**config.mk**
```make
export PLATFORM = sky130hd
export DESIGN_NAME = alu_result_drain_flat
export DESIGN_NICKNAME = d
export VERILOG_FILES = /design/src/rtl/alu_result_drain_if.sv /design/src/rtl/alu_result_drain.sv /design/src/flat_wrapper.sv
export SDC_FILE = /design/constraint.sdc
export NUM_CORES = 1
export LEC_CHECK = 0
export BUFFER_PORTS_ARGS = -buffer_cell sky130_fd_sc_hd__buf_4
export CAP_MARGIN = 20
export CELL_PAD_IN_SITES_DETAIL_PLACEMENT = 0
export CELL_PAD_IN_SITES_GLOBAL_PLACEMENT = 2
export CORE_UTILIZATION = 28
export DETAILED_ROUTE_END_ITERATION = 10
export GPL_TIMING_DRIVEN = 0
export PLACE_DENSITY_LB_ADDON = 0.1
export RECOVER_POWER = 100
export SLEW_MARGIN = 20
export SYNTH_ARGS = -nofsm -noshare
export SYNTH_HDL_FRONTEND = slang
export SYNTH_SLANG_ARGS = --single-unit
```
**constraint.sdc**
```tcl
create_clock -name clk -period 5 [get_ports clk]
set_input_delay 1.25 -clock clk [delete_from_list [all_inputs] [get_ports clk]]
set_output_delay 1.25 -clock clk [all_outputs]
set_load 0.005 [all_outputs]
```
**src/rtl/alu_result_drain_if.sv**
```systemverilog
// Result stream from alu_result_drain to its consumer (host or UART bridge).
// A word moves on each rising clk edge where out_valid && out_ready; once raised, out_valid and out_data hold until that edge.
interface alu_result_drain_if #(
  parameter int DW = 9
) ();
  logic [DW-1:0] out_data;
  logic          out_valid;
  logic          out_ready;

  modport master (output out_data, output out_valid, input out_ready);
  modport slave  (input out_data, input out_valid, output out_ready);
endinterface

```
**src/rtl/alu_result_drain.sv**
```systemverilog
// Drains count words from the ALU result memory starting at base_addr onto a valid/ready stream, pulsing done at the end.
// Optional running checksum of streamed words is enabled by defining ALU_DRAIN_CHECKSUM_EN.
module alu_result_drain #(
  parameter int AW = 4,
  parameter int DW = 9,
  parameter int CW = 13
) (
  input  logic                  clk,
  input  logic                  rst,
  input  logic                  start,
  input  logic [AW-1:0]         base_addr,
  input  logic [AW:0]           count,
  output logic [AW-1:0]         rd_addr,
  input  logic [DW-1:0]         rd_data,
  alu_result_drain_if.master    out_if,
  output logic                  busy,
  output logic                  done,
  output logic [CW-1:0]         checksum,
  output logic [2:0]            dbg_state
);

  typedef enum logic [2:0] {
    IDLE    = 3'd0,
    ISSUE   = 3'd1,
    CAPTURE = 3'd2,
    SEND    = 3'd3,
    DONE    = 3'd4
  } state_e;

  state_e        state_q, state_d;
  logic [AW-1:0] ptr_q, ptr_d;
  logic [AW:0]   rem_q, rem_d;
  logic [AW-1:0] rd_addr_q, rd_addr_d;
  logic [DW-1:0] out_data_q, out_data_d;
  logic          start_acc;
  logic          hs;

  assign start_acc = (state_q == IDLE) && start;
  assign hs        = (state_q == SEND) && out_if.out_ready;

  always_comb begin
    state_d    = state_q;
    ptr_d      = ptr_q;
    rem_d      = rem_q;
    rd_addr_d  = rd_addr_q;
    out_data_d = out_data_q;
    unique case (state_q)
      IDLE: begin
        if (start) begin
          ptr_d     = base_addr;
          rem_d     = count;
          // Address goes out one edge early so the synchronous read lands in CAPTURE.
          rd_addr_d = base_addr;
          state_d   = (count != '0) ? ISSUE : DONE;
        end
      end
      ISSUE: begin
        rd_addr_d = ptr_q;
        state_d   = CAPTURE;
      end
      CAPTURE: begin
        out_data_d = rd_data;
        ptr_d      = ptr_q + 1'b1;
        rem_d      = rem_q - 1'b1;
        state_d    = SEND;
      end
      SEND: begin
        if (hs) begin
          if (rem_q != '0) begin
            rd_addr_d = ptr_q;
            state_d   = ISSUE;
          end else begin
            state_d = DONE;
          end
        end
      end
      DONE:    state_d = IDLE;
      default: state_d = IDLE;
    endcase
  end

  always_ff @(posedge clk) begin
    if (rst) begin
      state_q    <= IDLE;
      ptr_q      <= '0;
      rem_q      <= '0;
      rd_addr_q  <= '0;
      out_data_q <= '0;
    end else begin
      state_q    <= state_d;
      ptr_q      <= ptr_d;
      rem_q      <= rem_d;
      rd_addr_q  <= rd_addr_d;
      out_data_q <= out_data_d;
    end
  end

`ifdef ALU_DRAIN_CHECKSUM_EN
  logic [CW-1:0] cksum_q, cksum_d;

  always_comb begin
    cksum_d = cksum_q;
    if (start_acc) begin
      cksum_d = '0;
    end else if (hs) begin
      cksum_d = cksum_q + {{(CW-DW){1'b0}}, out_data_q};
    end
  end

  always_ff @(posedge clk) begin
    if (rst) begin
      cksum_q <= '0;
    end else begin
      cksum_q <= cksum_d;
    end
  end

  assign checksum = cksum_q;
`else
  logic unused_cksum;
  assign unused_cksum = start_acc;
  assign checksum     = '0;
`endif

  assign rd_addr          = rd_addr_q;
  assign out_if.out_data  = out_data_q;
  assign out_if.out_valid = (state_q == SEND);
  assign busy             = (state_q != IDLE);
  assign done             = (state_q == DONE);
  assign dbg_state        = state_q;

endmodule
```
**src/flat_wrapper.sv**
```systemverilog
// flat-port wrapper written by rule: the top's interface ports become plain ports
module alu_result_drain_flat 
#(
  parameter int AW = 4,
  parameter int DW = 9,
  parameter int CW = 13
)
  (clk, rst, start, base_addr, count, rd_addr, rd_data, busy, done, checksum, dbg_state, out_if_out_data, out_if_out_valid, out_if_out_ready);
  alu_result_drain_if #(.DW(DW)) out_if_i ();
  input  logic clk;
  input  logic rst;
  input  logic start;
  input  logic [AW-1:0] base_addr;
  input  logic [AW:0] count;
  output logic [AW-1:0] rd_addr;
  input  logic [DW-1:0] rd_data;
  output logic busy;
  output logic done;
  output logic [CW-1:0] checksum;
  output logic [2:0] dbg_state;
  output wire logic [$bits(out_if_i.out_data)-1:0] out_if_out_data;
  output wire logic [$bits(out_if_i.out_valid)-1:0] out_if_out_valid;
  input wire logic [$bits(out_if_i.out_ready)-1:0] out_if_out_ready;
  assign out_if_out_data = out_if_i.out_data;
  assign out_if_out_valid = out_if_i.out_valid;
  assign out_if_i.out_ready = out_if_out_ready;
  alu_result_drain #(.AW(AW), .DW(DW), .CW(CW)) u_core (.clk(clk), .rst(rst), .start(start), .base_addr(base_addr), .count(count), .rd_addr(rd_addr), .rd_data(rd_data), .out_if(out_if_i), .busy(busy), .done(done), .checksum(checksum), .dbg_state(dbg_state));
endmodule
```
==> impl_metrics.csv <==
group,metric,value,unit
status,status,"finished clean",
setup_path,critical-path-max-stage-delay,0.46,ns
grt,antenna_found_initial,0,
sta,maxSlewHeadroom,54.0,%
grt,met2_usage,23.9,%
placement,gp_congestion,0.733,
sta,fin_setup_tns,0,ns
yosys,syn-cell-area,0.00138,sq mm
clock_tree,worst_skew_pair.late_latency,0.27,ns
layout,area_growth_syn_to_layout,33.5,%
yosys,netlist_top_cells_area,"dfxtp_1 (36%), buf_4 (7.1%), a21oi_1 (6.9%)",
yosys,syn_avg_cell_area,8.36,sq um
setup_path,cp_num_cells,4,
setup_path,start_kind,"flip-flop",
clock_tree,ctsRootBufferMaster,"clkbuf_8",
sta,setup_viol,0,
sta,max_freq,0.324,GHz
flow_run,drv_cap,0,
worst_hold_path,hold_path_class,"reg2reg",
sta,tightest_slew,0.687,ns
setup_path,worstPathRequired,3.75,ns
floorplanning,die_area,0.00521,sq mm
power,powerDensity,289,mW/mm^2
setup_path,crit_fanout,10,
grt,use_met1,16.5,%
clock_tree,cts_made_buffers,3,
floorplanning,core_area,0.00472,sq mm
setup_path,arrival,1.83,ns
clock_tree,clkTransAtPathRegs,0.09,ns
route,routedWlPerCell,11.9,um
setup_path,crit_top_cell,"clkbuf_1",
setup_path,crit_chain,"clkbuf_1 -> clkbuf_1 -> or3_1 -> clkbuf_4",
setup_path,cp_num_buf_inv,3,
yosys,netlist.area_leader.share,36.3,%
yosys,synth_edf_count,0,
yosys,synth_cell_types,40,
route,ant_nets,0,
yosys,yosysMostFrequentCell,"dfxtp_1",
route,drc,0,
route,vias,1294,
grt,first_global_vias,1200,
clock_tree,clock_path_buffers,2,
layout,n_antenna_cell,0,
yosys,async_flop_share,0,%
route,first_pass_iters,4,
yosys,yosys.area.top_type,"dfxtp_1",
clock_tree,h-tree-depth,1,
yosys,netlist_instances,165,
floorplanning,die_h,72.2,um
layout,drive_above_1_share,29.0,%
layout,fin_nets,246,
floorplanning,start_util,29.2,%
power,peakVddDrop,0.133,mV
grt,grt_busiest_layer,"met2",
grt,gr-total-overflow,0,
grt,grtUsageMet3,3.33,%
placement,dp_hpwl,2630,um
placement,portBuffers,40,
sta,drv_slew,0,
layout,final_area,0.00184,sq mm
power,finalPower,0.532,mW
clock_tree,cts_resized,0,
floorplanning,fp.dieW,72.2,um
setup_path,criticalPathCategory,"reg2out",
setup_path,end_kind,"output pin",
grt,grt_usage,13.5,%
sta,rsz0062_at_grt,"no",
worst_hold_path,hold_path_depth,2,
grt,grt_pass1_wl,5530,um
sta,layout_min_cycle_time,3.08,ns
grt,grt_max_degree,15,
yosys,ys_warn_count,0,
setup_path,critPathTopFamily,"buffers and inverters",
route,drtIter0Drc,22,
sta,finalHoldWorstSlack,0.460,ns
setup_path,cp_slowest_cell,"clkbuf_1",
route,drt_wl_total,3430,um
yosys,synth_common_cells,"dfxtp_1 (25), a21oi_1 (19), nand2_1 (19)",
placement,placed_cell_area,0.00181,sq mm
sta,fin_crit_sh,61.6,%
yosys,seq_area_frac_synth,36.3,%
floorplanning,ios,54,
power,cellLeakagePower,0.814,nW
sta,hold_viol_final,0,
clock_tree,post_cts_buffers,0,
clock_tree,clock-sinks,25,
yosys,ys_ff_latch,25,
layout,instances_no_fill,288,
clock_tree,cts_tree,"done",
setup_path,reg2regPathDepth,6,
floorplanning,rows,25,
yosys,ys.flop_type,"dfxtp_1",
clock_tree,holdBufCountCts,0,
placement,placedCellCount,284,
route,routed_via_density,4.49,
sta,fin_skew,0.00310,ns
==> area by class of cell <==
type	count	area [sq um]
Buffer	24	141
Sequential cell	25	500
Clock buffer	3	41.3
Multi-Input combinational cell	121	753
Timing Repair Buffer	40	289
Inverter	7	26.3
Clock inverter	1	5.00
Fill cell	513	2880
Tap cell	67	83.8
==> layout by cell type, fill, tap and decap left out, types with 4 or more instances in the layout <==
cell       Yosys  layout
mux2i_1        8       8
buf_4         13      32
dfxtp_1       25      25
clkbuf_4       0      18
inv_1          7       7
a2111oi_0      4       4
a221oi_1       4       4
conb_1         1      13
clkbuf_1       7      11
nor2_1        10      10
a21oi_1       19      19
a211oi_1       4       4
nand2_1       19      19
==> per-layer routing <==
| layer | vias to the layer above | share of wire [%] |
|---|---|---|
| met1 | 574 | 44 |
| met3 | 2 | 5.7 |
| met4 | 0 | 0.73 |
| met5 | - | 0 |
| li1 | 679 | - |
| met2 | 39 | 49 |
==> kinds of logic (layout without fill, tap and decap cells) <==
family | count (synthesis) | count (layout) | share of synthesized area (%)
simple gates | 51 | 51 | 20.4
flops | 25 | 25 | 36.3
compound gates | 46 | 46 | 22.2
other cells | 1 | 13 | 0.272
mux | 9 | 9 | 6.62
fa+ha+maj | 2 | 2 | 1.81
buf+inv | 31 | 75 | 12.3
==> state kept, by name (all words and copies together) (netlist names) <==
signal,cells
u_core.ptr_q,4
u_core.rem_q,5
u_core.rd_addr,4
u_core.out_if.out_data,9
u_core.dbg_state,3
==> path summary, 6_finish.rpt <==
kind | start | endpoint | slack, ns
max | u_core.dbg_state[0] | busy | 1.92
min | u_core.out_if.out_data[3] | u_core.out_if.out_data[3] | 0.46
max reg2reg | u_core.rem_q[0] | u_core.rd_addr[0] | 3.24
min reg2reg | u_core.out_if.out_data[3] | u_core.out_if.out_data[3] | 0.46
==> stage by stage <==
step	setup slack, ns	util (%)
global placement	2.41	38.3
finish	1.92	39.0
detailed placement	2.42	38.3
global route	1.74	39.0
floorplan	2.68	-
CTS	2.11	39.3
==> worst min-delay path, cell delays in order (launching register included) <==
cell and delay (ns):
dfxtp_1 0.32, nand2_1 0.05, a21oi_1 0.05
==> power by group <==
part	leakage, nW	total, mW	switching [mW]	internal, mW
Sequential	0.206	0.241	0.0185	0.223
Clock	0.0255	0.124	0.0679	0.0558
Combinational	0.582	0.167	0.0821	0.0851
(Power assumes the default switching activity.)
